<file path="src/rtl/mc_pkg.sv">
// mc_pkg: shared types and encodings for the multicycle MIPS controller.
// Holds the state enum, opcode/funct constants, datapath select codes, fault codes.
package mc_pkg;

    typedef logic       u1;
    typedef logic [1:0] u2;
    typedef logic [2:0] u3;

    typedef enum logic [3:0] {
        S_FETCH, S_DECODE, S_MEMADR, S_MEMRD, S_MEMWB,
        S_MEMWR, S_RTEX, S_RTWB, S_BEQEX, S_BNEEX,
        S_ADDIEX, S_ADDIWB, S_JEX, S_FAULT
    } mc_state_t;

    localparam logic [5:0] OP_RTYPE = 6'b000000;
    localparam logic [5:0] OP_LW    = 6'b100011;
    localparam logic [5:0] OP_SW    = 6'b101011;
    localparam logic [5:0] OP_BEQ   = 6'b000100;
    localparam logic [5:0] OP_BNE   = 6'b000101;
    localparam logic [5:0] OP_ADDI  = 6'b001000;
    localparam logic [5:0] OP_J     = 6'b000010;

    localparam logic [5:0] F_ADD = 6'b100000;
    localparam logic [5:0] F_SUB = 6'b100010;
    localparam logic [5:0] F_AND = 6'b100100;
    localparam logic [5:0] F_OR  = 6'b100101;
    localparam logic [5:0] F_SLT = 6'b101010;

    localparam u3 ALU_ADD = 3'b010;
    localparam u3 ALU_SUB = 3'b110;
    localparam u3 ALU_AND = 3'b000;
    localparam u3 ALU_OR  = 3'b001;
    localparam u3 ALU_SLT = 3'b111;

    localparam u2 SRCB_B     = 2'b00;
    localparam u2 SRCB_4     = 2'b01;
    localparam u2 SRCB_IMM   = 2'b10;
    localparam u2 SRCB_IMMSH = 2'b11;

    localparam u2 PC_ALU    = 2'b00;
    localparam u2 PC_ALUOUT = 2'b01;
    localparam u2 PC_JUMP   = 2'b10;

    localparam u2 FC_NONE    = 2'b00;
    localparam u2 FC_ILLEGAL = 2'b01;
    localparam u2 FC_TIMEOUT = 2'b10;

    typedef struct packed {
        u1 mem_req;
        u1 pcen;
        u1 irwrite;
        u1 regwrite;
        u1 memwrite;
        u1 iord;
        u1 alusrca;
        u1 memtoreg;
        u1 regdst;
        u2 alusrcb;
        u2 pcsrc;
        u3 alucont;
    } mc_ctl_t;

    // States in which the controller waits on mem_ready.
    function automatic u1 is_wait(mc_state_t s);
        return (s == S_FETCH) || (s == S_MEMRD) || (s == S_MEMWR);
    endfunction

endpackage

</file>
<file path="src/rtl/mc_if.sv">
// mc_if: decode fields, memory handshake and datapath controls of mc_ctrl.
// master = controller side (drives controls), slave = datapath/memory side.
interface mc_if #(
    parameter int CNT_W = 32
);
    import mc_pkg::*;

    logic [5:0]       op;
    logic [5:0]       funct;
    u1                zero;
    u1                mem_ready;
    u1                mem_req;
    u1                pcen;
    u1                irwrite;
    u1                regwrite;
    u1                memwrite;
    u1                iord;
    u1                alusrca;
    u1                memtoreg;
    u1                regdst;
    u2                alusrcb;
    u2                pcsrc;
    u3                alucont;
    u1                fault;
    u2                fault_code;
    logic [CNT_W-1:0] instret;

    modport master (
        input  op, funct, zero, mem_ready,
        output mem_req, pcen, irwrite, regwrite, memwrite,
        output iord, alusrca, memtoreg, regdst,
        output alusrcb, pcsrc, alucont,
        output fault, fault_code, instret
    );

    modport slave (
        output op, funct, zero, mem_ready,
        input  mem_req, pcen, irwrite, regwrite, memwrite,
        input  iord, alusrca, memtoreg, regdst,
        input  alusrcb, pcsrc, alucont,
        input  fault, fault_code, instret
    );

endinterface

</file>
<file path="src/rtl/mc_aludec.sv">
// mc_aludec: R-type funct field to ALU control, flags unsupported functs.
// Ports: funct in, alucont out, illegal out.
module mc_aludec
    import mc_pkg::*;
(
    input  logic [5:0] funct,
    output u3          alucont,
    output u1          illegal
);

    always_comb begin
        alucont = ALU_ADD;
        illegal = 1'b0;
        unique case (funct)
            F_ADD:   alucont = ALU_ADD;
            F_SUB:   alucont = ALU_SUB;
            F_AND:   alucont = ALU_AND;
            F_OR:    alucont = ALU_OR;
            F_SLT:   alucont = ALU_SLT;
            default: illegal = 1'b1;
        endcase
    end

endmodule

</file>
<file path="src/rtl/mc_ctrl.sv">
// mc_ctrl: multicycle MIPS control FSM with memory handshake and watchdog.
// Ports: clk, reset (sync, active-low), bus (mc_if.master).
module mc_ctrl
    import mc_pkg::*;
#(
    parameter int MEM_TIMEOUT = 16,
    parameter int CNT_W       = 32
) (
    input logic  clk,
    input logic  reset,
    mc_if.master bus
);

    localparam int WW = (MEM_TIMEOUT > 2) ? $clog2(MEM_TIMEOUT) : 1;
    localparam logic [WW-1:0] WLAST =
        WW'((MEM_TIMEOUT > 0) ? MEM_TIMEOUT - 1 : 0);

    mc_state_t        state, state_n;
    logic [WW-1:0]    wcnt;
    u2                fcode, fcode_n;
    logic [CNT_W-1:0] cnt;
    u1                retire;
    u1                expire;
    u3                rt_alu;
    u1                rt_bad;
    mc_ctl_t          c, co;

    mc_aludec u_aludec (
        .funct   (bus.funct),
        .alucont (rt_alu),
        .illegal (rt_bad)
    );

    // A ready in the expiry cycle completes the access instead.
    assign expire = (MEM_TIMEOUT != 0) && (wcnt == WLAST)
                    && !bus.mem_ready;

    always_comb begin
        state_n = state;
        fcode_n = fcode;
        retire  = 1'b0;
        c       = '0;
        unique case (state)
            S_FETCH: begin
                c.mem_req = 1'b1;
                c.alusrcb = SRCB_4;
                c.pcsrc   = PC_ALU;
                c.alucont = ALU_ADD;
                if (bus.mem_ready) begin
                    c.irwrite = 1'b1;
                    c.pcen    = 1'b1;
                    state_n   = S_DECODE;
                end else if (expire) begin
                    state_n = S_FAULT;
                    fcode_n = FC_TIMEOUT;
                end
            end
            S_DECODE: begin
                c.alusrcb = SRCB_IMMSH;
                c.alucont = ALU_ADD;
                unique case (bus.op)
                    OP_LW, OP_SW: state_n = S_MEMADR;
                    OP_RTYPE:     state_n = S_RTEX;
                    OP_BEQ:       state_n = S_BEQEX;
                    OP_BNE:       state_n = S_BNEEX;
                    OP_ADDI:      state_n = S_ADDIEX;
                    OP_J:         state_n = S_JEX;
                    default: begin
                        state_n = S_FAULT;
                        fcode_n = FC_ILLEGAL;
                    end
                endcase
            end
            S_MEMADR: begin
                c.alusrca = 1'b1;
                c.alusrcb = SRCB_IMM;
                c.alucont = ALU_ADD;
                state_n   = (bus.op == OP_LW) ? S_MEMRD : S_MEMWR;
            end
            S_MEMRD: begin
                c.mem_req = 1'b1;
                c.iord    = 1'b1;
                if (bus.mem_ready) begin
                    state_n = S_MEMWB;
                end else if (expire) begin
                    state_n = S_FAULT;
                    fcode_n = FC_TIMEOUT;
                end
            end
            S_MEMWB: begin
                c.regwrite = 1'b1;
                c.memtoreg = 1'b1;
                state_n    = S_FETCH;
                retire     = 1'b1;
            end
            S_MEMWR: begin
                c.mem_req  = 1'b1;
                c.iord     = 1'b1;
                c.memwrite = 1'b1;
                if (bus.mem_ready) begin
                    state_n = S_FETCH;
                    retire  = 1'b1;
                end else if (expire) begin
                    state_n = S_FAULT;
                    fcode_n = FC_TIMEOUT;
                end
            end
            S_RTEX: begin
                c.alusrca = 1'b1;
                c.alusrcb = SRCB_B;
                c.alucont = rt_alu;
                if (rt_bad) begin
                    state_n = S_FAULT;
                    fcode_n = FC_ILLEGAL;
                end else begin
                    state_n = S_RTWB;
                end
            end
            S_RTWB: begin
                c.regwrite = 1'b1;
                c.regdst   = 1'b1;
                state_n    = S_FETCH;
                retire     = 1'b1;
            end
            S_BEQEX, S_BNEEX: begin
                c.alusrca = 1'b1;
                c.alusrcb = SRCB_B;
                c.alucont = ALU_SUB;
                c.pcsrc   = PC_ALUOUT;
                c.pcen    = (state == S_BEQEX) ? bus.zero : !bus.zero;
                state_n   = S_FETCH;
                retire    = 1'b1;
            end
            S_ADDIEX: begin
                c.alusrca = 1'b1;
                c.alusrcb = SRCB_IMM;
                c.alucont = ALU_ADD;
                state_n   = S_ADDIWB;
            end
            S_ADDIWB: begin
                c.regwrite = 1'b1;
                state_n    = S_FETCH;
                retire     = 1'b1;
            end
            S_JEX: begin
                c.pcsrc = PC_JUMP;
                c.pcen  = 1'b1;
                state_n = S_FETCH;
                retire  = 1'b1;
            end
            S_FAULT: state_n = S_FAULT;
            default: state_n = S_FETCH;
        endcase
    end

    always_ff @(posedge clk) begin
        if (!reset) begin
            state <= S_FETCH;
            fcode <= FC_NONE;
            wcnt  <= '0;
            cnt   <= '0;
        end else begin
            state <= state_n;
            fcode <= fcode_n;
            if (retire)
                cnt <= cnt + 1'b1;
            // Every wait state is entered from a different state.
            if (state_n != state)
                wcnt <= '0;
            else if (is_wait(state) && !bus.mem_ready)
                wcnt <= wcnt + 1'b1;
        end
    end

    // Controls are forced low while reset is held so an interrupted
    // access never leaves a strobe in the reset cycle.
    assign co = reset ? c : '0;

    assign bus.mem_req    = co.mem_req;
    assign bus.pcen       = co.pcen;
    assign bus.irwrite    = co.irwrite;
    assign bus.regwrite   = co.regwrite;
    assign bus.memwrite   = co.memwrite;
    assign bus.iord       = co.iord;
    assign bus.alusrca    = co.alusrca;
    assign bus.memtoreg   = co.memtoreg;
    assign bus.regdst     = co.regdst;
    assign bus.alusrcb    = co.alusrcb;
    assign bus.pcsrc      = co.pcsrc;
    assign bus.alucont    = co.alucont;
    assign bus.fault      = reset && (state == S_FAULT);
    assign bus.fault_code = reset ? fcode : FC_NONE;
    assign bus.instret    = cnt;

endmodule

</file>
<file path="src/flat_wrapper.sv">
// flat-port wrapper written by rule: the top's interface ports become plain ports
module mc_ctrl_flat import mc_pkg::*;
#(
    parameter int MEM_TIMEOUT = 16,
    parameter int CNT_W       = 32
)
  (clk, reset, bus_op, bus_funct, bus_zero, bus_mem_ready, bus_mem_req, bus_pcen, bus_irwrite, bus_regwrite, bus_memwrite, bus_iord, bus_alusrca, bus_memtoreg, bus_regdst, bus_alusrcb, bus_pcsrc, bus_alucont, bus_fault, bus_fault_code, bus_instret);
  mc_if #(.CNT_W(CNT_W)) bus_i ();
  input logic clk;
  input logic reset;
  input wire logic [$bits(bus_i.op)-1:0] bus_op;
  input wire logic [$bits(bus_i.funct)-1:0] bus_funct;
  input wire logic [$bits(bus_i.zero)-1:0] bus_zero;
  input wire logic [$bits(bus_i.mem_ready)-1:0] bus_mem_ready;
  output wire logic [$bits(bus_i.mem_req)-1:0] bus_mem_req;
  output wire logic [$bits(bus_i.pcen)-1:0] bus_pcen;
  output wire logic [$bits(bus_i.irwrite)-1:0] bus_irwrite;
  output wire logic [$bits(bus_i.regwrite)-1:0] bus_regwrite;
  output wire logic [$bits(bus_i.memwrite)-1:0] bus_memwrite;
  output wire logic [$bits(bus_i.iord)-1:0] bus_iord;
  output wire logic [$bits(bus_i.alusrca)-1:0] bus_alusrca;
  output wire logic [$bits(bus_i.memtoreg)-1:0] bus_memtoreg;
  output wire logic [$bits(bus_i.regdst)-1:0] bus_regdst;
  output wire logic [$bits(bus_i.alusrcb)-1:0] bus_alusrcb;
  output wire logic [$bits(bus_i.pcsrc)-1:0] bus_pcsrc;
  output wire logic [$bits(bus_i.alucont)-1:0] bus_alucont;
  output wire logic [$bits(bus_i.fault)-1:0] bus_fault;
  output wire logic [$bits(bus_i.fault_code)-1:0] bus_fault_code;
  output wire logic [$bits(bus_i.instret)-1:0] bus_instret;
  assign bus_i.op = bus_op;
  assign bus_i.funct = bus_funct;
  assign bus_i.zero = bus_zero;
  assign bus_i.mem_ready = bus_mem_ready;
  assign bus_mem_req = bus_i.mem_req;
  assign bus_pcen = bus_i.pcen;
  assign bus_irwrite = bus_i.irwrite;
  assign bus_regwrite = bus_i.regwrite;
  assign bus_memwrite = bus_i.memwrite;
  assign bus_iord = bus_i.iord;
  assign bus_alusrca = bus_i.alusrca;
  assign bus_memtoreg = bus_i.memtoreg;
  assign bus_regdst = bus_i.regdst;
  assign bus_alusrcb = bus_i.alusrcb;
  assign bus_pcsrc = bus_i.pcsrc;
  assign bus_alucont = bus_i.alucont;
  assign bus_fault = bus_i.fault;
  assign bus_fault_code = bus_i.fault_code;
  assign bus_instret = bus_i.instret;
  mc_ctrl #(.MEM_TIMEOUT(MEM_TIMEOUT), .CNT_W(CNT_W)) u_core (.clk(clk), .reset(reset), .bus(bus_i));
endmodule
</file>
<file path="config.mk">
export PLATFORM = sky130hd
export DESIGN_NAME = mc_ctrl_flat
export DESIGN_NICKNAME = d
export VERILOG_FILES = /design/src/rtl/mc_pkg.sv /design/src/rtl/mc_if.sv /design/src/rtl/mc_aludec.sv /design/src/rtl/mc_ctrl.sv /design/src/flat_wrapper.sv
export SDC_FILE = /design/constraint.sdc
export NUM_CORES = 1
export LEC_CHECK = 0
export CAP_MARGIN = 15
export CELL_PAD_IN_SITES_DETAIL_PLACEMENT = 0
export CELL_PAD_IN_SITES_GLOBAL_PLACEMENT = 1
export CORE_UTILIZATION = 36
export CTS_CLUSTER_SIZE = 10
export DETAILED_ROUTE_END_ITERATION = 6
export GPL_ROUTABILITY_DRIVEN = 0
export GPL_TIMING_DRIVEN = 0
export PLACE_DENSITY_LB_ADDON = 0.15
export SLEW_MARGIN = 20
export SYNTH_ARGS = -nofsm -noshare
export SYNTH_HDL_FRONTEND = slang
export SYNTH_SLANG_ARGS = --single-unit
</file>
<file path="constraint.sdc">
create_clock -name clk -period 2.3 [get_ports clk]
set_input_delay 0.23 -clock clk [delete_from_list [all_inputs] [get_ports clk]]
set_output_delay 0.23 -clock clk [all_outputs]
set_load 0.005 [all_outputs]
</file>
### Word level (Yosys, flattened, before mapping)

Cells that the tools add are included.

* add/sub/neg operators: 2
* equality and inequality tests: 30
* multiplexer cells: 32
* bitwise operators: 1
* reduce and logical (&&, ||, !) cells: 23

Operator list (count)
* 6-bit equality test (second input constant): 7
* 32-bit by 1-bit adder with 32-bit output (second input constant): 1
* 4-bit case mux with 8 select lines: 1
* 4-bit equality test (second input constant): 7
* 4-bit case mux with 6 select lines: 1
* 4-bit two-way mux: 5
* 4-bit by 3-bit equality test with 1-bit output (second input constant): 4
* 16-bit two-way mux: 1
* 6-bit by 3-bit equality test with 1-bit output (second input constant): 2
* 2-bit two-way mux: 6
* 2-bit case mux with 3 select lines: 2
* 3-bit case mux with 4 select lines: 1
* 1-bit two-way mux: 10
* 2-bit OR reduction: 5
* 5-bit OR reduction: 2
* 3-bit case mux with 3 select lines: 1
* 4-bit by 2-bit equality test with 1-bit output (second input constant): 2
* 7-bit OR reduction: 1
* 6-bit by 2-bit equality test with 1-bit output (second input constant): 1
* 6-bit by 4-bit equality test with 1-bit output (second input constant): 1
* 6-bit zero test: 1
* 2-bit != test (second input constant): 3
* 3-bit OR reduction: 2
* 6-bit OR reduction: 1
* other kinds (16): 20

* register bits: 42
* input port bits: 16
* output and inout bits: 51
* word-level logic and storage cells: 92

### Longest topological paths before layout

* word-level depth: 7
* mapped depth: 8
* mapped depth without buffers: 7

### Hierarchy

From an unflattened synthesis, not the netlist that was laid out.

* cells, all modules: 339
* area total of the unflattened synthesis: 2758.9 µm²

By module, submodules not included
* mc_ctrl: instances 1, cells each 329, area an instance 2675.1 µm², sequential area each 840.8 µm²
* mc_aludec: instances 1, cells each 10, area an instance 83.8 µm², sequential area each 0.0 µm²

### Worst setup path before layout

Ideal clock, no wire load.

* path type: register -> register
* from: register u_core.state[2]
* to: register u_core.wcnt[0]
* setup time: 0.092 ns
* data arrival time: 1.863 ns
* required time: 2.208 ns
* slack: 0.345 ns
* cell stages (with the launch flop): 7
* path buffers: 1
* period minus slack after synthesis: 1.955 ns
* cell sequence: dfxtp_1 > buf_2 > nor4b_1 > o311a_1 > a2111oi_4 > xnor2_2 > nor4_1

* word-level cells in the longest chain between the ends: 5
* elaborated cells on any way between the ends: 18
* those cells by class: eq/ne: 8; mux: 5; reduce/logical: 5

Ends and longest elaborated chain
* from (decl): line mc_ctrl.sv:18 `mc_state_t state, state_n;`
* from (signal assigned): line mc_ctrl.sv:163 `state <= state_n;`
* 4-bit two-way mux: line mc_ctrl.sv:53, mc_ctrl.sv:85, mc_ctrl.sv:103
* 4-bit two-way mux, on equally long branches: line mc_ctrl.sv:100, mc_ctrl.sv:49, mc_ctrl.sv:83
* 4-bit case mux with 8 select lines: line mc_ctrl.sv:43 `unique case (state)`
* 4-bit != test: line mc_ctrl.sv:168 `if (state_n != state)`
* 2-bit OR reduction (no source line)
* to (signal assigned): line mc_ctrl.sv:171 `wcnt <= wcnt + 1'b1;`
* to (decl): line mc_ctrl.sv:19 `logic [WW-1:0] wcnt;`

Parallel ways exist; a longest one is shown, timed or not.
A chain may end at the register's enable or synchronous reset.

### Final worst setup path

* from: input port reset
* to: output port bus_alusrcb[1]

* word-level cells in the longest chain between the ends: 1

Ends and longest elaborated chain
* from (decl): line flat_wrapper.sv:10 `input logic reset;`
* 16-bit two-way mux: line mc_ctrl.sv:177 `assign co = reset ? c : '0;`
* to (decl): line flat_wrapper.sv:24 `output wire logic [$bits(bus_i.alusrcb)-1:0] bus_alusrcb;`

No other way between the ends.

==> key figures <==
Detailed routing
  • Vias: 2555
  • Antenna Violating Nets Remaining: 0
  • WL/cell: 14.0 µm
  • Final WL: 6950 µm
  • Pre-Repair DR Iteration Count: 4
  • DRC Markers: 0
  • Vias/cell: 5.15
  • Initial drt markers: 95

Power
  • P_int: 1.59 mW
  • Seq pwr share: 31.7%
  • Pwr Density: 703 nW/µm²
  • Peak VDD IR: 361 µV
  • Psw: 938 µW
  • Leak: 1.25 nW
  • Combinational power share: 48.4%
  • Net Sw Frac: 37.1%
  • Clock group share of total power: 19.9%

Logic synthesis
  • Synth Register Bits: 42
  • Synth area leaders: dfxtp_1 (32%), nor2_1 (7.1%), xor2_1 (6.3%), nand2_1 (4.5%), xnor2_1 (4.3%)
  • Post-synthesis instance total: 329
  • Avg Inst Size Synth: 8.04 µm²
  • Most used DFF post-synth: dfxtp_1
  • Number of synthesized flops with an enable pin: 0
  • Cell taking the most area after synthesis: dfxtp_1
  • Syn Nets: 347
  • Asr flop ratio synth: 0%
  • Syn. warnings: 0
  • Mapped Area: 2650 µm²
  • Top cell type's share of synthesized area: 31.8%
  • Seq/Total Area, Yosys: 31.8%
  • Netlist cell types: 59

Floorplan
  • Die ar.: 7700 µm²
  • Die W: 87.7 µm
  • Die Ht: 87.7 µm
  • Initial Util: 38.1%
  • Core ar.: 6940 µm²
  • Io pins: 67
  • Rows: 30

Placement
  • Post-Place Setup Slack: -0.333 ns
  • HPWL Detailed: 5330 µm
  • Port bufs: 64

STA
  • Slew Limit Headroom: 60.9%
  • Slew @ Worst Pin: 0.586 ns
  • Highest Clock Rate: 437 MHz
  • Period utilization: 99.5%
  • Max-slew violations: 0
  • Min Tclk post-route: 2.29 ns
  • Worst Hold Slack: 0.469 ns
  • Setup TNS: 0 ns
  • Worst Clk Skew: 0.00633 ns
  • Final WS setup: 0.0117 ns
  • RSZ-0062 raised after global routing: yes
  • Hold Vio Cnt, Final: 0
  • Final setup viols: 0

Clocking
  • Reg clk slew, reported paths: 0.08 ns
  • Cts bufs inserted: 5
  • Depth of the CTS H-tree: 2
  • Clock sinks: 42
  • Clk root buf: clkbuf_8
  • Postcts setup bufs: 0
  • CTS tree: built
  • Clock buffer depth: 2
  • Worst-Skew Late Latency: 0.30 ns
  • CTS hold repair buffers: 0

Worst setup path
  • CP endpoint kind: output pin
  • Crit path kind: in -> out
  • CP Max Fanout: 11
  • CP Launch Type: primary input
  • Critical Path RT: 2.07 ns
  • Arrival time worst endpoint: 2.06 ns

GRT
  • Initial antenna violation count: 0
  • GRT overflow: 0
  • Vias in the first global route: 2363
  • Largest net degree at the start of global routing: 14
  • First-pass GRT wire length: 11500 µm
  • Global Route Usage Sum: 19.0%

Cells and area
  • ANT cells: 0
  • Share of cells above drive strength 1: 11.8%
  • Synthesis-to-layout area growth: 35.9%
  • Final #Nets: 417
  • Fillers: 665

Run status
  • Outcome: finished, final reports clean

Min path
  • Hold/Removal Path Class: in -> reg

Flow run
  • Max Cap Violations: 0
==> placed cells by master, fill, tap and decap left out, types with 6 or more instances in the layout <==
| master | n |
|---|---|
| nor2_1 | 48 |
| nand2_1 | 32 |
| clkbuf_8 | 6 |
| nand3_1 | 6 |
| and3_1 | 7 |
| a21oi_1 | 17 |
| or3_1 | 6 |
| nor3_1 | 14 |
| nor4_1 | 6 |
| xnor2_1 | 13 |
| o21ai_0 | 11 |
| xor2_1 | 19 |
| dfxtp_1 | 42 |
| clkdlybuf4s50_1 | 64 |
| nand4_1 | 11 |
==> cell families after synthesis <==
kind of cell               count (synthesis)  synth area share [%]
buffers and inverters                     21                  3.88
adders and majority gates                  3                  1.32
DFF                                       42                  31.8
AOI/OAI and AO/OA                         58                  16.4
and+or+nand+nor                          167                  33.5
muxes                                      5                  1.89
xor gates and xnor gates                  33                  11.2
==> Yosys cell counts (all sizes together) (2+ instances only) <==
library cell and n:
a21oi 17, buf 9, nor3b 2, mux2i 5
nand2b 5, or4 2, o21a 3, o211ai 2
nand3 7, ha 2, clkbuf 7, o21ai 12
nand2 32, nor2 50, dfxtp 42, nor2b 6
a31oi 3, inv 5, xor2 19, and2 5
o22ai 5, nor4 8, and3 7, nand3b 2
nor3 17, nand4 12, o31a 2, or3 7
xnor2 14
==> worst max-delay path, stage by stage <==
cell             delay (ns)
clkdlybuf4s50_1        0.58
inv_1                  0.25
clkbuf_2               0.29
nor2_1                 0.18
clkdlybuf4s50_1        0.52
==> per-layer routing <==
layer / share of wire [%] / global-route usage, % / wire length (µm) / up-vias
met4: 1.1 / 5.07 / 73 / 0
met5: 0 / 0 / 0 / -
met1: 51 / 27.6 / 3530 / 1174
met2: 43 / 28.6 / 2980 / 62
met3: 5.2 / 3.68 / 364 / 7
li1: - / - / - / 1312
==> state kept, by name (all words and copies together) (netlist names) <==
register,count
u_core.fcode,2
u_core.bus.instret,32
u_core.wcnt,4
u_core.state,4
==> through the flow <==
| step | util, % | cells | total power [mW] | instance area, µm² |
|---|---|---|---|---|
| finish | 51.8 | 496 | 2.53 | 3600 |
| global route | 51.8 | 496 | 2.70 | 3600 |
| CTS | 51.0 | 496 | 2.46 | 3540 |
| detailed placement | 49.1 | 489 | 1.91 | 3410 |
| global placement | 49.1 | 489 | 1.92 | 3410 |
| floorplan | - | 329 | 1.57 | 2650 |
==> timing repair <==
item,in CTS,in global routing
resized for setup,11,18
endpoints found under the setup margin,11,18
pin swaps,0,1
==> final timing paths <==
| path | depth (start not counted) | start | end | slack [ns] |
|---|---|---|---|---|
| max | 5 | reset | bus_alusrcb[1] | 0.01 |
| min | 4 | bus_op[2] | u_core.state[1]$_SDFF_PN0_ | 0.47 |
| max reg2reg | 6 | u_core.bus.instret[6]$_SDFFE_PN0P_ | u_core.bus.instret[31]$_SDFFE_PN0P_ | 0.18 |
| min reg2reg | 2 | u_core.bus.instret[31]$_SDFFE_PN0P_ | u_core.bus.instret[31]$_SDFFE_PN0P_ | 0.51 |
==> power groups by stage <==
stage	clock network, mW	registers [mW]	logic, mW
2_1_floorplan	0	0.811	0.755
3_3_place_gp	0	0.817	1.10
3_5_place_dp	0	0.818	1.09
4_1_cts	0.515	0.801	1.15
5_1_grt	0.545	0.806	1.35
6_report	0.502	0.801	1.22
==> layout make-up <==
class / count / area [µm²] / share of cell area [%]
Inverter: 5 / 22.5 / 0.626
Buffer: 15 / 105 / 2.92
Clock inverter: 2 / 12.5 / 0.348
Timing Repair Buffer: 64 / 641 / 17.8
Multi-Input combinational cell: 266 / 1770 / 49.3
Tap cell: 96 / 120 / 3.34
Clock buffer: 6 / 82.6 / 2.30
Sequential cell: 42 / 841 / 23.4
Note: power is estimated with default switching activity, not from simulation.
==> variant: new RTL, same settings <==
`MEM_TIMEOUT` is set to 16 in 2 places; all go to 32.
--- a/src/rtl/mc_ctrl.sv
+++ b/src/rtl/mc_ctrl.sv
@@ -5,3 +5,3 @@
 #(
-    parameter int MEM_TIMEOUT = 16,
+    parameter int MEM_TIMEOUT = 32,
     parameter int CNT_W       = 32
--- a/src/flat_wrapper.sv
+++ b/src/flat_wrapper.sv
@@ -3,3 +3,3 @@
 #(
-    parameter int MEM_TIMEOUT = 16,
+    parameter int MEM_TIMEOUT = 32,
     parameter int CNT_W       = 32
Behaviour: same outputs for any inputs over 10 cycles, from zero or initial values and one cycle with reset low; that may be too few to reach the edited logic, so the function may still have changed.
==> variant against the unedited design <==
- worst setup slack improved by 55 ps
- area after synthesis rose by 5.0%
- final area is 3.6% higher
- first-iteration DRC count is 110% higher
- critical path depth stayed put
- routed wire length rose by 7.8%
- sequential share of layout area down 0.18 points
- die area increased by 4.9%
- final cell count up 2.4%
- sequential cell count up 1
Power is not compared: it rests on default switching activity, and its combinational part moved more than twofold at a synthesized area within 25%.
==> variant: results (changes against the unedited design) <==
Global route
  – GR Layer Usage met1: 0.258 (was 0.276)
  – First-pass GRT wire length: 12300 um (was 11500 um)
  – Met2 global-route usage: 0.292 (was 0.286)
  – GRT Overall Usage: 0.187 (was 0.190)
  – Vias in the first global route: 2392 (was 2363)
  – Routing usage on met3: 0.0465 (was 0.0368)

Critical path
  – Reg2Reg Depth: 7 (was 6)
  – CP Capture Point: bus_pcen (was bus_alusrcb[1])
  – R2r setup slk: 150 ps (was 180 ps)
  – Largest fanout on the critical path: 10 (was 11)
  – RR Endpoint: u_core.wcnt[3] (was u_core.bus.instret[31])
  – Crit path DAT: 2000 ps (was 2060 ps)

Status
  – Status: complete, no violations (unchanged)

Timing
  – Worst clock skew: 8.95 ps (was 6.33 ps)
  – Worst-Margin Slew: 649 ps (was 586 ps)

Clock tree
  – Post_cts resized: 6 (was 11)
  – Clock buffer depth: 2 (unchanged)

Drt
  – M1 WL: 3680 um (was 3530 um)
  – Detail Route met2 WL: 3360 um (was 2980 um)
  – Initial drt markers: 198 (was 95)
  – Routed wire length: 7490 um (was 6950 um)
  – Via/cell ratio: 5.21 (was 5.15)

Synthesis
  – Post-Syn Instances: 337 (was 329)
  – Post-synth top cells: nor2_1, dfxtp_1, nand2_1 (unchanged)
  – Top cells by area, synth: dfxtp_1, nor2_1, xor2_1 (unchanged)
  – Post-synthesis net count: 356 (was 347)

Layout
  – Layout cell share with drive strength beyond 1: 0.105 (was 0.118)
  – Final #Nets: 427 (was 417)
  – Final Util: 0.506 (was 0.518)
  – Fillers: 738 (was 665)

Place
  – Dpl cells: 500 (was 489)
  – Post-DP Area: 3540 um^2 (was 3410 um^2)
-- variant: changes by cell type in the layout (fill, tap and decap cells not counted), sizes merged, moves of 3 or more --
cell / change
a31oi: -3
and4: +9
nand2: -8
a21oi: -5
and2: +9
xnor2: +3
o21ai: -7
o22ai: -3
or3: -3
nor3: -5
inv: +4
-- variant: area by class of cell --
class / count / share of cell area
multi-input combinational: 269 / 0.486
sequential: 43 / 0.232
timing repair buffer: 64 / 0.172
buffer: 17 / 0.0390
tap: 99 / 0.0332
clock buffer: 5 / 0.0185
clock inverter: 3 / 0.0118
inverter: 8 / 0.00806
-- variant: worst min path at each step --
stage,start,end,slack (ps),cells past startpoint
after global placement,u_core.fcode[1],u_core.fcode[1],440,2
after CTS,u_core.fcode[1],u_core.fcode[1],450,2
after global routing,u_core.fcode[1],u_core.fcode[1],490,2
final,u_core.fcode[1],u_core.fcode[1],450,2
after floorplan,u_core.fcode[0],u_core.fcode[0],430,2
after detailed placement,u_core.fcode[1],u_core.fcode[1],440,2
-- variant: kinds of logic after synthesis --
logic type / after synthesis / share of synthesized area
AO/OA/AOI/OAI: 51 / 0.134
buffers and inverters: 25 / 0.0595
AND/OR/NAND/NOR: 175 / 0.354
flip-flops: 43 / 0.310
XOR/XNOR: 35 / 0.110
adder cells (fa/ha/maj): 4 / 0.0171
multiplexers: 4 / 0.0149
-- variant: stage by stage --
stage | worst slack, ps | setup TNS (ps)
6_report | 66.5 | 0
5_1_grt | -40.0 | -43.3
4_1_cts | 10.5 | 0
3_5_place_dp | -173 | -908
3_3_place_gp | -161 | -972
2_1_floorplan | 351 | 0
-- variant: power breakdown --
| part | switching [W] | internal [W] |
|---|---|---|
| registers | 0.0000216 | 0.000764 |
| clock network | 0.000255 | 0.000323 |
| logic | 0.000251 | 0.000220 |
